**config.mk**
```make
export PLATFORM = sky130hd
export DESIGN_NAME = mlp_train_sequencer_flat
export DESIGN_NICKNAME = d
export VERILOG_FILES = /design/src/rtl/mlp_train_sequencer_if.sv /design/src/rtl/mlp_train_sequencer.sv /design/src/flat_wrapper.sv
export SDC_FILE = /design/constraint.sdc
export NUM_CORES = 1
export LEC_CHECK = 0
export CORE_AREA = 2 2 268 270
export CTS_CLUSTER_DIAMETER = 40
export DETAILED_ROUTE_END_ITERATION = 8
export DIE_AREA = 0 0 270 272
export PLACE_DENSITY_LB_ADDON = 0.15
export SETUP_SLACK_MARGIN = 0.15
export SLEW_MARGIN = 20
export SYNTH_ARGS = -nofsm -noshare
export SYNTH_HDL_FRONTEND = slang
export SYNTH_SLANG_ARGS = --single-unit
```
**constraint.sdc**
```tcl
create_clock -name clk -period 19.8 [get_ports clk]
set_input_delay 2.97 -clock clk [delete_from_list [all_inputs] [get_ports clk]]
set_output_delay 2.97 -clock clk [all_outputs]
set_load 0.02 [all_outputs]
```
**src/rtl/mlp_train_sequencer_if.sv**
```systemverilog
`default_nettype none
// +----------------------------------------------------------------------------+
// | mlp_train_sequencer_if                                                     |
// | Sample/label/prediction bundle between the training sequencer and the MLP. |
// | Rev 1.0                                                                    |
// +----------------------------------------------------------------------------+
interface mlp_train_sequencer_if #(
   parameter int INPUTS  = 2,
   parameter int OUTPUTS = 1,
   parameter int DATA_W  = 64
);
   logic [INPUTS*DATA_W-1:0]  values_o;
   logic [OUTPUTS*DATA_W-1:0] expected_o;
   logic                      training_o;
   logic                      sample_valid_o;
   logic [OUTPUTS*DATA_W-1:0] prediction_i;

   modport master (
      output values_o, expected_o, training_o, sample_valid_o,
      input  prediction_i
   );

   modport slave (
      input  values_o, expected_o, training_o, sample_valid_o,
      output prediction_i
   );
endinterface
`default_nettype wire

```
**src/rtl/mlp_train_sequencer.sv**
```systemverilog
`default_nettype none
// +----------------------------------------------------------------------------+
// | mlp_train_sequencer                                                        |
// | Drives an MLP through train/evaluate epochs over a stored labelled dataset.|
// | Rev 1.0                                                                    |
// +----------------------------------------------------------------------------+
module mlp_train_sequencer #(
   parameter int INPUTS   = 2,
   parameter int OUTPUTS  = 1,
   parameter int SAMPLES  = 4,
   parameter int DATA_W   = 64,
   parameter int FRAC_W   = 32,
   parameter int EPOCH_W  = 16,
   parameter int PRED_LAT = 1,
   localparam int AW = (SAMPLES > 1) ? $clog2(SAMPLES) : 1,
   localparam int CW = $clog2(SAMPLES + 1)
) (
   input  wire logic                      clk,
   input  wire logic                      rst,
   input  wire logic                      ld_en,
   input  wire logic [AW-1:0]             ld_addr,
   input  wire logic [INPUTS*DATA_W-1:0]  ld_x,
   input  wire logic [OUTPUTS*DATA_W-1:0] ld_y,
   input  wire logic                      start,
   input  wire logic [EPOCH_W-1:0]        num_epochs,
   input  wire logic [DATA_W-1:0]         threshold,
   input  wire logic                      early_stop,
   mlp_train_sequencer_if.master          mlp,
   output logic                           busy,
   output logic                           done,
   output logic [CW-1:0]                  correct_o,
   output logic                           all_correct,
   output logic [EPOCH_W-1:0]             epochs_run
);
   localparam int              c_DW         = (PRED_LAT > 1) ? $clog2(PRED_LAT) : 1;
   localparam int              c_XW         = INPUTS * DATA_W;
   localparam int              c_YW         = OUTPUTS * DATA_W;
   localparam logic [AW-1:0]   c_LAST_IDX   = AW'(SAMPLES - 1);
   localparam logic [c_DW-1:0] c_LAST_DRAIN = c_DW'(PRED_LAT - 1);

   typedef enum logic [2:0] {
      ST_IDLE  = 3'd0,
      ST_TRAIN = 3'd1,
      ST_EVAL  = 3'd2,
      ST_DRAIN = 3'd3,
      ST_SCORE = 3'd4
   } state_t;

   if (FRAC_W >= DATA_W || PRED_LAT < 1 || SAMPLES < 1) begin : g_param_check
      $error("mlp_train_sequencer: illegal parameter combination");
   end

   state_t                    r_state, w_state_nxt;
   logic [AW-1:0]             r_idx;
   logic [c_DW-1:0]           r_drain;
   logic [c_XW-1:0]           r_ram_x [SAMPLES];
   logic [c_YW-1:0]           r_ram_y [SAMPLES];
   logic [EPOCH_W-1:0]        r_num_epochs;
   logic [EPOCH_W-1:0]        r_epochs_run;
   logic signed [DATA_W-1:0]  r_threshold;
   logic                      r_early_stop;
   logic [c_YW-1:0]           r_lbl_pipe [PRED_LAT];
   logic [PRED_LAT-1:0]       r_vld_pipe;
   logic [CW-1:0]             r_acc;
   logic [CW-1:0]             r_correct;
   logic                      r_all_correct;
   logic                      w_sample_valid;
   logic                      w_finish;
   logic                      w_hit;
   logic                      w_addr_ok;
   logic [CW-1:0]             w_acc_nxt;
   logic [OUTPUTS-1:0]        w_match;

   assign w_finish  = (r_epochs_run == r_num_epochs) || (r_early_stop && r_all_correct);
   assign w_hit     = r_vld_pipe[PRED_LAT-1] & (&w_match);
   assign w_acc_nxt = r_acc + CW'(w_hit);

   always_comb begin
      w_state_nxt    = r_state;
      w_sample_valid = 1'b0;
      mlp.training_o = 1'b0;
      busy           = 1'b1;
      done           = 1'b0;
      case (r_state)
         ST_IDLE: begin
            busy = 1'b0;
            if (start) w_state_nxt = (num_epochs != '0) ? ST_TRAIN : ST_EVAL;
         end
         ST_TRAIN: begin
            w_sample_valid = 1'b1;
            mlp.training_o = 1'b1;
            if (r_idx == c_LAST_IDX) w_state_nxt = ST_EVAL;
         end
         ST_EVAL: begin
            w_sample_valid = 1'b1;
            if (r_idx == c_LAST_IDX) w_state_nxt = ST_DRAIN;
         end
         ST_DRAIN: begin
            if (r_drain == c_LAST_DRAIN) w_state_nxt = ST_SCORE;
         end
         ST_SCORE: begin
            done        = w_finish;
            w_state_nxt = w_finish ? ST_IDLE : ST_TRAIN;
         end
         default: w_state_nxt = ST_IDLE;
      endcase
   end

   always_ff @(posedge clk) begin
      if (rst) r_state <= ST_IDLE;
      else     r_state <= w_state_nxt;
   end

   assign mlp.sample_valid_o = w_sample_valid;
   assign mlp.values_o       = w_sample_valid ? r_ram_x[r_idx] : '0;
   assign mlp.expected_o     = w_sample_valid ? r_ram_y[r_idx] : '0;

   // Out-of-range addresses only exist when SAMPLES is not a power of two.
   if ((1 << AW) > SAMPLES) begin : g_addr_chk
      assign w_addr_ok = (ld_addr <= c_LAST_IDX);
   end else begin : g_addr_full
      assign w_addr_ok = 1'b1;
   end

   // Dataset storage survives reset so a run can restart without reloading.
   always_ff @(posedge clk) begin
      if (ld_en && r_state == ST_IDLE && w_addr_ok) begin
         r_ram_x[ld_addr] <= ld_x;
         r_ram_y[ld_addr] <= ld_y;
      end
   end

   for (genvar j = 0; j < OUTPUTS; j++) begin : g_cmp
      logic signed [DATA_W-1:0] w_pred;
      logic signed [DATA_W-1:0] w_lbl;
      assign w_pred     = mlp.prediction_i[j*DATA_W +: DATA_W];
      assign w_lbl      = r_lbl_pipe[PRED_LAT-1][j*DATA_W +: DATA_W];
      assign w_match[j] = (w_pred < r_threshold) == (w_lbl < r_threshold);
   end

   always_ff @(posedge clk) begin
      if (rst) begin
         r_idx         <= '0;
         r_drain       <= '0;
         r_num_epochs  <= '0;
         r_epochs_run  <= '0;
         r_threshold   <= '0;
         r_early_stop  <= 1'b0;
         r_vld_pipe    <= '0;
         r_acc         <= '0;
         r_correct     <= '0;
         r_all_correct <= 1'b0;
         for (int k = 0; k < PRED_LAT; k++) r_lbl_pipe[k] <= '0;
      end else begin
         r_idx   <= (w_state_nxt != r_state) ? '0 :
                    (w_sample_valid ? r_idx + AW'(1) : r_idx);
         r_drain <= (r_state == ST_DRAIN && w_state_nxt == ST_DRAIN) ? r_drain + c_DW'(1) : '0;

         if (r_state == ST_IDLE && start) begin
            r_num_epochs <= num_epochs;
            r_threshold  <= threshold;
            r_early_stop <= early_stop;
            r_epochs_run <= '0;
         end else if (r_state == ST_TRAIN && w_state_nxt == ST_EVAL) begin
            r_epochs_run <= r_epochs_run + EPOCH_W'(1);
         end

         // Label travels alongside the MLP latency so it meets its own prediction.
         r_lbl_pipe[0] <= (r_state == ST_EVAL) ? r_ram_y[r_idx] : '0;
         r_vld_pipe[0] <= (r_state == ST_EVAL);
         for (int k = 1; k < PRED_LAT; k++) begin
            r_lbl_pipe[k] <= r_lbl_pipe[k-1];
            r_vld_pipe[k] <= r_vld_pipe[k-1];
         end

         if (w_state_nxt == ST_EVAL && r_state != ST_EVAL) r_acc <= '0;
         else                                              r_acc <= w_acc_nxt;

         if (r_state == ST_DRAIN && w_state_nxt == ST_SCORE) begin
            r_correct     <= w_acc_nxt;
            r_all_correct <= (w_acc_nxt == CW'(SAMPLES));
         end
      end
   end

   assign correct_o   = r_correct;
   assign all_correct = r_all_correct;
   assign epochs_run  = r_epochs_run;
endmodule
`default_nettype wire

```
**src/flat_wrapper.sv**
```systemverilog
// flat-port wrapper written by rule: the top's interface ports become plain ports
module mlp_train_sequencer_flat 
#(
   parameter int INPUTS   = 2,
   parameter int OUTPUTS  = 1,
   parameter int SAMPLES  = 4,
   parameter int DATA_W   = 64,
   parameter int FRAC_W   = 32,
   parameter int EPOCH_W  = 16,
   parameter int PRED_LAT = 1,
   localparam int AW = (SAMPLES > 1) ? $clog2(SAMPLES) : 1,
   localparam int CW = $clog2(SAMPLES + 1)
)
  (clk, rst, ld_en, ld_addr, ld_x, ld_y, start, num_epochs, threshold, early_stop, busy, done, correct_o, all_correct, epochs_run, mlp_values_o, mlp_expected_o, mlp_training_o, mlp_sample_valid_o, mlp_prediction_i);
  mlp_train_sequencer_if #(.INPUTS(INPUTS), .OUTPUTS(OUTPUTS), .DATA_W(DATA_W)) mlp_i ();
  input  wire logic clk;
  input  wire logic rst;
  input  wire logic ld_en;
  input  wire logic [AW-1:0] ld_addr;
  input  wire logic [INPUTS*DATA_W-1:0] ld_x;
  input  wire logic [OUTPUTS*DATA_W-1:0] ld_y;
  input  wire logic start;
  input  wire logic [EPOCH_W-1:0] num_epochs;
  input  wire logic [DATA_W-1:0] threshold;
  input  wire logic early_stop;
  output logic busy;
  output logic done;
  output logic [CW-1:0] correct_o;
  output logic all_correct;
  output logic [EPOCH_W-1:0] epochs_run;
  output wire logic [$bits(mlp_i.values_o)-1:0] mlp_values_o;
  output wire logic [$bits(mlp_i.expected_o)-1:0] mlp_expected_o;
  output wire logic [$bits(mlp_i.training_o)-1:0] mlp_training_o;
  output wire logic [$bits(mlp_i.sample_valid_o)-1:0] mlp_sample_valid_o;
  input wire logic [$bits(mlp_i.prediction_i)-1:0] mlp_prediction_i;
  assign mlp_values_o = mlp_i.values_o;
  assign mlp_expected_o = mlp_i.expected_o;
  assign mlp_training_o = mlp_i.training_o;
  assign mlp_sample_valid_o = mlp_i.sample_valid_o;
  assign mlp_i.prediction_i = mlp_prediction_i;
  mlp_train_sequencer #(.INPUTS(INPUTS), .OUTPUTS(OUTPUTS), .SAMPLES(SAMPLES), .DATA_W(DATA_W), .FRAC_W(FRAC_W), .EPOCH_W(EPOCH_W), .PRED_LAT(PRED_LAT)) u_core (.clk(clk), .rst(rst), .ld_en(ld_en), .ld_addr(ld_addr), .ld_x(ld_x), .ld_y(ld_y), .start(start), .num_epochs(num_epochs), .threshold(threshold), .early_stop(early_stop), .mlp(mlp_i), .busy(busy), .done(done), .correct_o(correct_o), .all_correct(all_correct), .epochs_run(epochs_run));
endmodule
```
==> summary.txt, run 1 <==
Drt drc: 0
Fin worst setup slack: 12.43 ns
Max stage delay on crit path: 0.88 ns
Hold Buf Count CTS: 0
Critical-path maximum fanout: 47
HP Start: u_core.r_threshold[39]
Status: finished clean
Tcrit/Tclk final: 37.2%
Post-synth top area cell: edfxtp_1
Die area: 73400 µm²
Synth top area cells: edfxtp_1, mux4_2, dfxtp_1
Number of placed cells counting well taps: 3717
Clock Sinks: 945
Async set-reset flop share out of synthesis: 0%
Vias: 22100
Syn Inst Count: 2288
Port bufs: 558
WHS: 0.452 ns
WP data required: 16.83 ns
Initial Utilization: 53.6%
Post-synthesis sequential element count: 945
Total Routing Usage GR: 26.0%
Drt wl/cell: 24.1 µm
Core area: 70800 µm²
Top layer in use: met5
Fraction of layout cells with a size suffix above 1: 15.0%
Routed Antenna Nets: 0
Net Switching: 1.24 mW
Seq/Total Area, Yosys: 70.2%
Cells on worst reg2reg path: 6
Netlist Area Pre-Place: 37900 µm²
Most used cell, CP: buf_4
Hold Path Class: reg2reg
DRT iter0 DRCs: 1484
Final Instance Count excl. Fillers: 3976
Setup TNS: 0 ns
Global route overflow: 0
Slew Limit Headroom: 27.9%
Fmax achieved: 136 MHz
Clk slew on worst S/H paths: 0.05 ns
Pwr Density: 105 nW/µm²
Synth warn: 0
Nets: 3373
Crit path capture type: primary output
Cell Chain, Critical Path: buf_4, buf_4, mux4_2, and2_1, clkdlybuf4s50_1
Share of the synthesized area in the top cell type: 60.8%
Startpoint type of the worst setup path: flop
Net Count, Synth: 2761
Combinational share of power: 12.0%
Post-synth EDFFs: 768
Met3 WL: 7490 µm
Max-Cap Viols: 0
Vias in the first global route: 23100
Clock tree buffer depth: 3
Row count: 98
Slew of the pin with the lowest slew margin: 1.08 ns
Initial antenna violation count: 34
Chip height: 272 µm
Count of pins over their slew limit: 0
Area grow syn2layout: 29.0%
Worst hold path depth: 2
R2r endpoint: u_core.r_ram_x[2][9]
Clock skew: 0.0326 ns
Setup-failing EPs final: 0
GPL Wtd Cong: 0.917
WL met1: 37100 µm
Fill cells: 4748
Total wire length: 95700 µm
Final Critical Period: 7.37 ns
DP Wirelength: 62900 µm
Maximum vdd drop: 92.7 µV
Reg2reg start: u_core.r_state[2]
Root Buffer: clkbuf_16
Synth top cells by count: edfxtp_1, and2_1, mux4_2, nand2_1, dfxtp_1
RSZ-0062 raised after global routing: no
Register share of total power: 43.7%
Routed length on met2: 47600 µm
Clk pwr share: 44.4%
Net Sw Frac: 24.1%
R2r setup slk: 15.73 ns
Hold Path End: u_core.r_threshold[39]
Pint: 3.90 mW
IO Count: 559
Count leader, synth: edfxtp_1
Post-synth top flop: edfxtp_1
Final Hold Viols: 0
Largest net degree at the start of global routing: 92
Clk_lat worst skew: 0.71 ns
Crit Path Class: reg2out
Crit path arrival time: 4.40 ns
Yosys cell types: 54
Number of buffers added for setup after CTS: 0
Die width: 270 µm
CTS tree: yes
First-pass GRT wire length: 142000 µm
Number of buffers created by CTS: 131
LEAKAGE: 16.6 nW
Via density: 5.56
Post-placement setup slack: 12.82 ns
CTS H-tree lvls: 4
Syn_area_per_cell: 16.6 µm²
Post-CTS Resized: 0
CP max stage cell: buf_4
Drt first pass iters: 5
## cell usage in the layout (no fill, tap or decap), types with 24 or more instances in the layout
cell type,synthesis,routed
dfxtp_1,177,175
nand4_1,30,30
and2_1,259,258
buf_4,0,28
clkdlybuf4s50_1,0,557
a21oi_1,125,125
edfxtp_1,768,768
ha_1,130,130
mux4_2,192,192
inv_1,69,69
nand2_1,192,191
clkbuf_16,0,135
o21ai_0,28,28
nor2_1,50,47
xnor2_1,24,24
## power by group through the flow
stage	Clock, mW	Combinational [mW]	Sequential, mW
2_1_floorplan	0	0.326	2.29
3_3_place_gp	0	0.611	2.28
5_1_grt	2.41	0.660	2.25
4_1_cts	2.32	0.623	2.25
6_report	2.28	0.615	2.25
3_5_place_dp	0	0.618	2.29
## worst max-delay path by stage
stage / depth (start not counted) / to / startpoint
2_1_floorplan: 2 / u_core.r_ram_x[0][0] / ld_en
3_3_place_gp: 15 / u_core.all_correct / mlp_prediction_i[63]
3_5_place_dp: 14 / u_core.all_correct / mlp_prediction_i[63]
4_1_cts: 5 / mlp_expected_o[25] / flop
5_1_grt: 5 / mlp_expected_o[25] / flop
6_report: 5 / mlp_expected_o[25] / flop
## registers in the layout, summed over array words and instances (netlist names), 2 cells and up, named ones only
name,cells
u_core.r_lbl_pipe,64
u_core.r_acc,3
u_core.r_state,3
u_core.r_ram_y,256
u_core.r_idx,2
u_core.epochs_run,16
u_core.r_num_epochs,16
u_core.correct_o,3
u_core.r_ram_x,512
u_core.r_threshold,64
## per-stage QoR
step | total power [mW] | util (%) | area, µm²
after floorplan | 2.62 | - | 37900
after global placement | 2.89 | 62.9 | 44500
after detailed placement | 2.90 | 62.9 | 44500
after CTS | 5.19 | 69.1 | 48900
after global routing | 5.32 | 69.1 | 48900
final | 5.14 | 69.1 | 48900
## routing by layer
layer | global-route usage, % | vias to the layer above
li1 | - | 9993
met1 | 31.9 | 11100
met2 | 42.4 | 731
met3 | 8.49 | 201
met4 | 11.3 | 30
met5 | 0 | -
## critical path, delay by kind of cell (launching register included)
kind	cells	cell delay, ns
mux	1	0.63
buf+inv	3	2.31
flops	1	0.51
simple gates	1	0.18
## layout make-up
| cell class | instances | area [µm²] | share of cell area, % |
|---|---|---|---|
| repair buffers | 586 | 5790 | 11.8 |
| diodes | 19 | 47.5 | 0.0972 |
| clock inverters | 94 | 903 | 1.85 |
| flip-flops and latches | 945 | 26600 | 54.4 |
| multi-input cells | 1167 | 10700 | 21.8 |
| well taps | 950 | 1190 | 2.43 |
| clock buffers | 146 | 3430 | 7.01 |
| inverters | 69 | 259 | 0.529 |
## cells by family after synthesis
| group | after synthesis | share of synthesized area, % |
|---|---|---|
| flip-flops | 945 | 70.2 |
| AND/OR/NAND/NOR | 596 | 8.27 |
| AO/OA/AOI/OAI | 211 | 3.22 |
| multiplexers | 197 | 11.5 |
| buffers and inverters | 176 | 1.74 |
| adder cells (fa/ha/maj) | 130 | 4.29 |
| XOR/XNOR | 32 | 0.739 |
| other | 1 | 0.00989 |
Note: power is estimated with default switching activity, not from simulation.
==> inputs of run 2 (changes only) <==
==> constraint.sdc (replaced) <==
create_clock -name clk -period 6.9 [get_ports clk]
set_input_delay 1.035 -clock clk [delete_from_list [all_inputs] [get_ports clk]]
set_output_delay 1.035 -clock clk [all_outputs]
set_load 0.02 [all_outputs]
==> summary.txt, run 2 (synthesis results as in run 1) <==
Largest net degree at the start of global routing: 111
GPL Wtd Cong: 0.908
Largest Register: u_core.r_ram_x
Hold Path Class: reg2reg
Fill cells: 4714
Die width: 270 µm
Nets: 3366
IO Count: 559
DP Wirelength: 60500 µm
Number of buffers created by CTS: 132
R2r setup slk: 2.54 ns
Count of pins over their slew limit: 0
Hold Buf Count CTS: 0
R2r endpoint: u_core.all_correct
DRT iter0 DRCs: 1553
WP data required: 5.86 ns
Fmax achieved: 210 MHz
Fraction of layout cells with a size suffix above 1: 14.8%
Routed Antenna Nets: 0
Port bufs: 558
Highest-count cells in the layout ignoring fill and taps: edfxtp_1, clkdlybuf4s50_1, and2_1
Initial Utilization: 53.6%
LEAKAGE: 16.7 nW
Top flop regs: u_core.r_ram_x (512), u_core.r_ram_y (256)
Crit path capture type: primary output
Vias in the first global route: 22800
Die area: 73400 µm²
Drt drc: 0
Final Hold Viols: 0
Maximum vdd drop: 242 µV
Slew Limit Headroom: 26.8%
Max reg flops: 512
Crit Path Class: reg2out
Initial antenna violation count: 16
CTS tree: yes
Global route overflow: 0
Tcrit/Tclk final: 68.9%
Final Instance Count excl. Fillers: 3962
Setup TNS: 0 ns
CTS H-tree lvls: 4
Core area: 70800 µm²
Drt first pass iters: 7
Clock skew: 0.0261 ns
Number of placed cells counting well taps: 3709
RSZ-0062 raised after global routing: no
Clock Sinks: 945
Hold Path End: u_core.r_threshold[59]
Post-CTS Resized: 0
Startpoint type of the worst setup path: flop
Vias: 22000
Total Routing Usage GR: 25.3%
Root Buffer: clkbuf_16
Reg2reg start: u_core.r_threshold[63]
Slew of the pin with the lowest slew margin: 1.10 ns
Setup-failing EPs final: 0
HP Start: u_core.r_threshold[59]
Crit path arrival time: 3.72 ns
Chip height: 272 µm
Pwr Density: 305 nW/µm²
Drt wl/cell: 23.5 µm
Total wire length: 93200 µm
Number of buffers added for setup after CTS: 0
Worst hold path depth: 2
Clock tree buffer depth: 3
Area grow syn2layout: 29.8%
First-pass GRT wire length: 139000 µm
Max-Cap Viols: 0
Cells on worst reg2reg path: 14
Final Critical Period: 4.75 ns
Critical-path maximum fanout: 110
Leading cell type in the layout, fill and taps excluded: edfxtp_1
Row count: 98
Clk slew on worst S/H paths: 0.05 ns
Clk_lat worst skew: 0.71 ns
Status: finished clean
Via density: 5.55
==> run 2: changes by cell type in the layout (fill, tap and decap cells not counted), sizes merged <==
cell / before / now
clkbuf: 146 / 159
buf: 29 / 21
diode: 19 / 11
inv: 88 / 82
bufinv: 10 / 15
clkinv: 50 / 45
clkinvlp: 15 / 10
==> run 2: worst max-delay path by stage <==
stage	from	to	slack [ns]	depth (start not counted)
5_1_grt	flop	mlp_values_o[24]	1.91	4
3_3_place_gp	mlp_prediction_i[63]	u_core.all_correct	1.90	14
3_5_place_dp	mlp_prediction_i[63]	u_core.all_correct	1.82	14
2_1_floorplan	ld_en	u_core.r_ram_x[0][0]	-2.30	2
6_report	u_core.r_state[1]	mlp_values_o[18]	2.15	5
4_1_cts	flop	mlp_expected_o[36]	2.01	4
==> run 2: critical path, stage by stage, from the launching register on <==
cell             delay, ns
dfxtp_1               0.61
xnor2_1               0.18
nor2_4                0.73
buf_12                0.43
and2_1                0.23
clkdlybuf4s50_1       0.68
==> run 2: per-layer routing <==
layer | vias up | track usage [%] | routed length, µm
met5 | - | 0 | 98
met4 | 16 | 9.55 | 2670
met3 | 163 | 7.83 | 7370
met2 | 750 | 42.0 | 46700
met1 | 11100 | 31.5 | 36400
li1 | 9975 | - | -
==> run 2: cell type report <==
cell class,count,area [µm²],area share [%]
Clock inverter,83,970,1.97
Timing Repair Buffer,578,5880,12.0
Inverter,69,259,0.526
Clock buffer,159,3570,7.26
Antenna cell,11,27.5,0.0559
Multi-Input combinational cell,1167,10700,21.7
Tap cell,950,1190,2.42
Sequential cell,945,26600,54.1
==> run 2: report_power, final <==
group	switching, mW	internal (mW)
logic	0.935	0.823
registers	0.0754	6.38
clock network	2.49	4.30
==> run 2: through the flow <==
stage / utilization [%] / hold WS (ns) / instance area [µm²] / worst slack (ns) / total power, mW
6_report: 69.5 / 0.451 / 49200 / 2.15 / 15.0
5_1_grt: 69.5 / 0.474 / 49200 / 1.91 / 15.5
4_1_cts: 69.5 / 0.455 / 49200 / 2.01 / 15.1
3_5_place_dp: 63.1 / 0.448 / 44600 / 1.82 / 8.34
3_3_place_gp: 63.1 / 0.442 / 44600 / 1.90 / 8.30
2_1_floorplan: - / 0.436 / 37900 / -2.30 / 7.49
==> inputs of run 3 (changes only) <==
--- a/config.mk
+++ b/config.mk
@@ -5,10 +5,10 @@
 export SDC_FILE = /design/constraint.sdc
 export NUM_CORES = 1
 export LEC_CHECK = 0
-export CORE_AREA = 2 2 268 270
+export CORE_AREA = 2 2 282 284
 export CTS_CLUSTER_DIAMETER = 40
 export DETAILED_ROUTE_END_ITERATION = 8
-export DIE_AREA = 0 0 270 272
+export DIE_AREA = 0 0 284 286
 export PLACE_DENSITY_LB_ADDON = 0.15
 export SETUP_SLACK_MARGIN = 0.15
 export SLEW_MARGIN = 20
==> constraint.sdc (replaced) <==
create_clock -name clk -period 3.9 [get_ports clk]
set_input_delay 0.585 -clock clk [delete_from_list [all_inputs] [get_ports clk]]
set_output_delay 0.585 -clock clk [all_outputs]
set_load 0.02 [all_outputs]
==> summary.txt, run 3 (synthesis results as in run 1) <==
DP Wirelength: 63300 µm
Top flop regs: u_core.r_ram_x (512), u_core.r_ram_y (256)
Cell Chain, Critical Path: inv_1, ha_1, a2111oi_0, o21ai_0, nand4_1, o211ai_1, nor3_2, a31oi_1, a2111oi_0, o21bai_2, ha_1, ha_1, nor4_2, a21oi_1, nor2_1
Final Critical Period: 3.76 ns
Drt wl/cell: 22.9 µm
Tcrit/Tclk final: 96.4%
CP max stage cell: a2111oi_0
Cell Area, Placed: 45300 µm²
Routed Antenna Nets: 0
Startpoint type of the worst setup path: flop
Status: finished clean
WP data required: 4.52 ns
Final Instance Count excl. Fillers: 4089
LEAKAGE: 16.8 nW
GPL Wtd Cong: 0.954
Max reg flops: 512
Net Switching: 6.18 mW
Initial antenna violation count: 24
Leading cell type in the layout, fill and taps excluded: edfxtp_1
Largest Register: u_core.r_ram_x
Crit path capture type: flop
Number of buffers created by CTS: 121
Most used cell, CP: ha_1
Clk slew on worst S/H paths: 0.06 ns
Combinational share of power: 12.7%
Clk pwr share: 42.8%
Hold Buf Count CTS: 0
Core area: 78400 µm²
Maximum vdd drop: 403 µV
RSZ-0062 raised after global routing: yes
Clock Sinks: 945
Setup TNS: 0 ns
Final Hold Viols: 0
WHS: 0.455 ns
Largest net degree at the start of global routing: 99
IO Count: 559
Global route overflow: 0
Fin worst setup slack: 0.141 ns
Fraction of layout cells with a size suffix above 1: 16.3%
Row count: 103
Critical-path maximum fanout: 2
Port bufs: 558
Vias in the first global route: 23400
Register share of total power: 44.5%
Clock tree buffer depth: 3
Post-layout util: 63.2%
Crit Path Class: reg2reg
Total power: 25.6 mW
Total wire length: 93800 µm
Slew of the pin with the lowest slew margin: 0.925 ns
Vias: 22000
CP bufs+invs: 1
Post-placement setup slack: -0.429 ns
CTS tree: yes
Setup-failing EPs final: 0
Final instance area: 49500 µm²
Root Buffer: clkbuf_16
Crit path arrival time: 4.38 ns
Die width: 284 µm
Initial Utilization: 48.4%
Total Routing Usage GR: 22.9%
Highest-count cells in the layout ignoring fill and taps: edfxtp_1, clkdlybuf4s50_1, and2_1
Via density: 5.38
Slew Limit Headroom: 38.3%
Hold Path Class: reg2reg
Drt drc: 0
CTS H-tree lvls: 3
Max-Cap Viols: 0
Area grow syn2layout: 30.6%
Number of placed cells counting well taps: 3850
Pwr Density: 517 nW/µm²
Count of pins over their slew limit: 0
Die area: 81200 µm²
DRT iter0 DRCs: 1077
Clock skew: 0.0343 ns
CP top delay family: compound AO/OA/AOI/OAI gates
Chip height: 286 µm
Pint: 19.4 mW
Nets: 3402
Drt first pass iters: 7
Clk_lat worst skew: 0.68 ns
Net Sw Frac: 24.1%
Fmax achieved: 266 MHz
Max stage delay on crit path: 0.49 ns
First-pass GRT wire length: 140000 µm
==> run 3: path summary, 6_finish.rpt <==
check / depth (start not counted) / start / slack, ns / end
worst max-delay path: 15 / u_core.r_threshold[43] / 0.14 / u_core.all_correct
worst min register to register: 2 / u_core.r_threshold[47] / 0.45 / u_core.r_threshold[47]
worst min-delay path: 2 / u_core.r_threshold[47] / 0.45 / u_core.r_threshold[47]
worst max register to register: 15 / u_core.r_threshold[43] / 0.14 / u_core.all_correct
==> run 3: layer usage <==
metal	GRT usage (%)	wire length, µm
met3	6.64	6950
met5	0	202
met2	39.1	46900
met1	28.3	37300
met4	7.24	2330
==> run 3: area by class of cell <==
type	count	area, µm²
Tap cell	1050	1310
Inverter	69	259
Antenna cell	4	10.0
Multi-Input combinational cell	1167	10800
Clock inverter	85	890
Fill cell	5745	28800
Sequential cell	945	26600
Clock buffer	144	3220
Timing Repair Buffer	625	6450
==> run 3: repair_timing <==
item | in CTS | in global routing
endpoints found under the setup margin | 2 | 11
pin swaps | 0 | 3
setup buffers | 0 | 6
resized for setup | 3 | 12
==> run 3: power by group through the flow <==
stage	Sequential, mW	Combinational (mW)	Clock, mW
floorplan	11.6	1.66	0
global placement	11.6	3.20	0
detailed placement	11.6	3.24	0
CTS	11.4	3.27	11.2
global route	11.4	3.50	11.6
finish	11.4	3.26	11.0
==> run 3: tightest hold or removal path, delay by kind of cell, from the launching register on <==
family | cells | cell delay [ns]
compound gates | 1 | 0.05
flops | 1 | 0.31
simple gates | 1 | 0.05
==> RTL edit 1: new RTL, config.mk and constraints of run 1 <==
Add an input register stage for `threshold`, with the module's reset; this delays it by one clock. The other inputs are not delayed to match.
--- a/src/rtl/mlp_train_sequencer.sv
+++ b/src/rtl/mlp_train_sequencer.sv
@@ -48,2 +48,12 @@
 
+   logic [DATA_W-1:0] threshold_q;
+
+   always_ff @(posedge clk) begin
+      if (rst) begin
+         threshold_q <= '0;
+      end else begin
+         threshold_q <= threshold;
+      end
+   end
+
    if (FRAC_W >= DATA_W || PRED_LAT < 1 || SAMPLES < 1) begin : g_param_check
@@ -160,3 +170,3 @@
             r_num_epochs <= num_epochs;
-            r_threshold  <= threshold;
+            r_threshold  <= threshold_q;
             r_early_stop <= early_stop;
Check against the original RTL: not settled (the Yosys comparison gave no result); the edit may change what the design does.
==> RTL edit 1 against run 1 <==
Worst setup slack worse by 0.57 ns. Final area is 3.5% higher. Total power is 4.8% higher. Hold slack worse by 0.033 ns. Sequential power is 6% higher. Wire length is 3.9% higher. Area after synthesis is 4.4% higher. Count of clock-buffer cells in the layout is 11 higher. Sequential cell count is 64 higher.
==> RTL edit 1: results (changes against run 1) <==
* Status: completed
* Final net count at 3484 (+3.3%)
* Netlist cell types at 54 (unchanged)
* Post-synthesis adder-cell area fraction at 0.04111 (-0.001799)
* Synth top area cells: edfxtp_1, dfxtp_1, mux4_2
* Cts repair resizes at 0 (unchanged)
* XOR/XNOR Fraction of Synth Area at 0.007526 (+0.0001327)
* Post-synth ARST share at 0 (unchanged)
* Compound-Gate Fraction of Synth Area at 0.03045 (-0.001762)
* Crit-path max cell delay at 0.79 ns (-0.09 ns)
* Worst-path fanout max at 50 (+6.4%)
* Root buffer cell: clkbuf_16
* Clock buffer depth at 3 (unchanged)
* First-pass GRT wire length at 148600 um (+4.7%)
* Port bufs at 558 (unchanged)
* Largest net degree at the start of global routing at 157 (+71%)
* Wire length per cell at 24.37 um (+1.3%)
* Layout cell share with drive strength beyond 1 at 0.1415 (-0.008834)
* Leak at 17.27 nW (+4.3%)
* Post-synth top cells: edfxtp_1, and2_1, dfxtp_1
* Syn_nets at 2880 (+4.3%)
* DP HPWL at 64300 um (+2.3%)
* DRT iter0 DRCs at 1631 (+9.9%)
* Sequential fraction of the synthesis area at 0.7048 (+0.002951)
* Antenna violations before repair at 22 (-35%)
* Mux cell area share after synthesis at 0.1098 (-0.005598)
* First-pass DRT Iterations at 5 (unchanged)
* Vias in the first global route at 24040 (+3.9%)
* Worst vdd ir at 130.9 uV (+41%)
* Cts bufs inserted at 133 (+1.5%)
* Final Wtd Congestion at 0.9254 (+0.88%)
* Worst Tran Pin Value at 1.115 ns (+0.03427 ns)
* Clk_lat worst skew at just over 0.7 ns
* Tot GR Track Use at 0.2721 (+0.01212)
* CP arrival at 4.96 ns (+0.56 ns)
* Routed vias/inst at 5.621 (+1.1%)
RTL edit 1: cell count changes in the layout (fill, tap and decap cells not counted), sizes merged, moves of 10 or more:
cell    delta
dfxtp     +64
nor2b     +60
xor2      +20
xnor2     -18
nand2     +14
clkbuf    +11
nor2      -10
RTL edit 1: layer usage:
metal / vias up / track usage / routed length [um]
met4: 24 / 0.09415 / 2897
met3: 189 / 0.08058 / 7539
met5: - / 0 / 153
met1: 11620 / 0.3405 / 38680
li1: 10310 / - / -
met2: 784 / 0.4556 / 50140
RTL edit 1: area by class of cell:
class	instances	area [um^2]
flip-flops and latches	1009	27890
fillers	4597	20110
multi-input cells	1219	11030
repair buffers	581	5841
clock buffers	157	3461
well taps	950	1189
clock inverters	84	945.9
inverters	67	251.5
diodes	12	30.03
RTL edit 1: where the power goes:
group	switching [mW]	total, mW	internal, mW
Sequential	0.0269	2.39	2.36
Clock	0.917	2.34	1.42
Combinational	0.357	0.664	0.307
RTL edit 1: final timing paths:
kind | startpoint | to | slack, ns
hold reg to reg | u_core.threshold_q[7] | u_core.r_threshold[7] | 0.42
setup / recovery | register | mlp_expected_o[34] | 11.87
hold / removal | u_core.threshold_q[7] | u_core.r_threshold[7] | 0.42
setup reg to reg | u_core.r_state[2] | u_core.r_ram_x[1][20] | 15.80
RTL edit 1: stage by stage:
step / instances / hold slack [ns] / setup slack, ns / util / cell area, um^2
2_1_floorplan: 2407 / 0.4174 / 1.840 / - / 39570
3_3_place_gp: 3824 / 0.4197 / 11.89 / 0.6521 / 46140
3_5_place_dp: 3825 / 0.4252 / 12.09 / 0.6526 / 46170
4_1_cts: 4066 / 0.4172 / 11.33 / 0.7149 / 50580
5_1_grt: 4075 / 0.4442 / 11.40 / 0.7156 / 50630
6_report: 4079 / 0.4184 / 11.87 / 0.7157 / 50640
==> RTL edit 2: new RTL, config.mk and constraints of run 1 <==
Without the edit above. `INPUTS` is set to 2 in 3 places; all go to 1.
--- a/src/rtl/mlp_train_sequencer_if.sv
+++ b/src/rtl/mlp_train_sequencer_if.sv
@@ -7,3 +7,3 @@
 interface mlp_train_sequencer_if #(
-   parameter int INPUTS  = 2,
+   parameter int INPUTS  = 1,
    parameter int OUTPUTS = 1,
--- a/src/rtl/mlp_train_sequencer.sv
+++ b/src/rtl/mlp_train_sequencer.sv
@@ -7,3 +7,3 @@
 module mlp_train_sequencer #(
-   parameter int INPUTS   = 2,
+   parameter int INPUTS   = 1,
    parameter int OUTPUTS  = 1,
--- a/src/flat_wrapper.sv
+++ b/src/flat_wrapper.sv
@@ -3,3 +3,3 @@
 #(
-   parameter int INPUTS   = 2,
+   parameter int INPUTS   = 1,
    parameter int OUTPUTS  = 1,
Ports: changed (resized ld_x and mlp_values_o); port bits go from 559 to 431. The function was not compared with the original's and may differ.
==> RTL edit 2 against run 1 <==
Clock skew decreased by 0.0059 ns. Wire length decreased by 24%. Sequential cell count decreased by 256. Final area decreased by 24%. Total power decreased by 24%. Worst setup slack improved by 0.58 ns. Die area unchanged. Maximum frequency increased by 8.6%. Area after synthesis decreased by 25%. First-iteration DRC count decreased by 37%. Critical path type unchanged. Critical endpoint is now mlp_expected_o[47]. Largest cell class unchanged.
==> RTL edit 2: results (changes against run 1) <==
* Post-synth top cells: edfxtp_1, nand2_1, and2_1
* WL met1 at 29590 um (-20%)
* Post-synth ARST share at 0 (unchanged)
* WL met3 at 5592 um (-25%)
* Total of warnings raised by yosys at 0 (unchanged)
* Routed wl met2 at 35290 um (-26%)
* Met1 Use GR at 0.2433 (-0.07618)
* First-pass GRT wire length at 108900 um (-23%)
* Syn_nets at 2288 (-17%)
* Pre-CTS WS at 12.50 ns (-0.3211 ns)
* Sequential fraction of the synthesis area at 0.6693 (-0.03258)
* Status: completed
* Leak at 12.78 nW (-23%)
* Worst vdd ir at 89.95 uV (-2.9%)
* DP HPWL at 47860 um (-24%)
* Worst Tran Pin Value at 1.041 ns (-0.04003 ns)
* Final net count at 2752 (-18%)
* Layout cell share with drive strength beyond 1 at 0.1395 (-0.01081)
* Tot GR Track Use at 0.1962 (-0.06374)
* Crit-path max cell delay at 0.92 ns (+0.04 ns)
* DRT iter0 DRCs at 933 (-37%)
* Post-synthesis adder-cell area fraction at 0.05755 (+0.01464)
* CP arrival at 3.81 ns (-0.59 ns)
* Vias in the first global route at 18020 (-22%)
* Post-synth EDFFs at 512 (-33%)
* Largest net degree at the start of global routing at 129 (+40%)
* Mux cell area share after synthesis at 0.1045 (-0.01093)
* Cell internal pwr at 2.969 mW (-24%)
* Cts bufs inserted at 101 (-23%)
* Clk_skew at 0.02663 ns (-0.005926 ns)
* Dpl cell area at 33620 um^2 (-24%)
* Antenna violations before repair at 22 (-35%)
* Final Wtd Congestion at 0.8205 (-11%)
* Htree depth at 3 (-1)
* DR vias at 16960 (-23%)
* CP max stage cell: dfxtp_4
* Clk_lat worst skew at 0.64 ns (-0.07 ns)
* XOR/XNOR Fraction of Synth Area at 0.009915 (+0.002522)
* Port bufs at 430 (-23%)
* M2 GR Usage at 0.3260 (-0.09843)
* Wire length per cell at 21.36 um (-11%)
* M3 GR Usage at 0.06154 (-0.02336)
* Worst-path fanout max at 44 (-6.4%)
* Largest registers: u_core.r_ram_x x256, u_core.r_ram_y x256
[RTL edit 2: cell types whose count changed after synthesis, moves of 7 or more]
cell | run 1 | this run
and2_1 | 259 | 195
a21o_1 | 18 | 10
mux4_2 | 192 | 128
edfxtp_1 | 768 | 512
clkbuf_1 | 87 | 71
nand2_1 | 192 | 207
a211oi_1 | 6 | 13
buf_1 | 20 | 13
[RTL edit 2: worst max-delay path: cells and delay by family (launching register included)]
kind,cells,cell delay [ns]
buf+inv,2,1.38
flops,1,0.92
mux,1,0.64
simple gates,1,0.20
[RTL edit 2: cell type report]
cell class | count | area [um^2]
flip-flops and latches | 689 | 18930
clock inverters | 76 | 860.8
multi-input cells | 1038 | 8825
fillers | 5901 | 33580
repair buffers | 446 | 4438
well taps | 950 | 1189
clock buffers | 114 | 2649
inverters | 67 | 251.5
diodes | 13 | 32.53
[RTL edit 2: final timing paths]
path,from,endpoint,slack (ns),cells past startpoint
worst max-delay path,register,mlp_expected_o[47],13.02,4
worst min-delay path,u_core.r_threshold[32],u_core.r_threshold[32],0.45,2
worst max register to register,u_core.r_threshold[22],u_core.all_correct,15.60,15
worst min register to register,u_core.r_threshold[32],u_core.r_threshold[32],0.45,2
[RTL edit 2: stage by stage]
stage	utilization	std cells
floorplan	-	1879
global placement	0.4753	3190
detailed placement	0.4753	3190
CTS	0.5249	3380
global route	0.5250	3383
finish	0.5254	3393
[RTL edit 2: power groups by stage]
stage	clock network [mW]	logic (mW)	registers, mW
floorplan	0	0.252	1.65
global placement	0	0.464	1.66
detailed placement	0	0.468	1.66
CTS	1.87	0.471	1.63
global route	1.93	0.501	1.63
finish	1.82	0.460	1.63
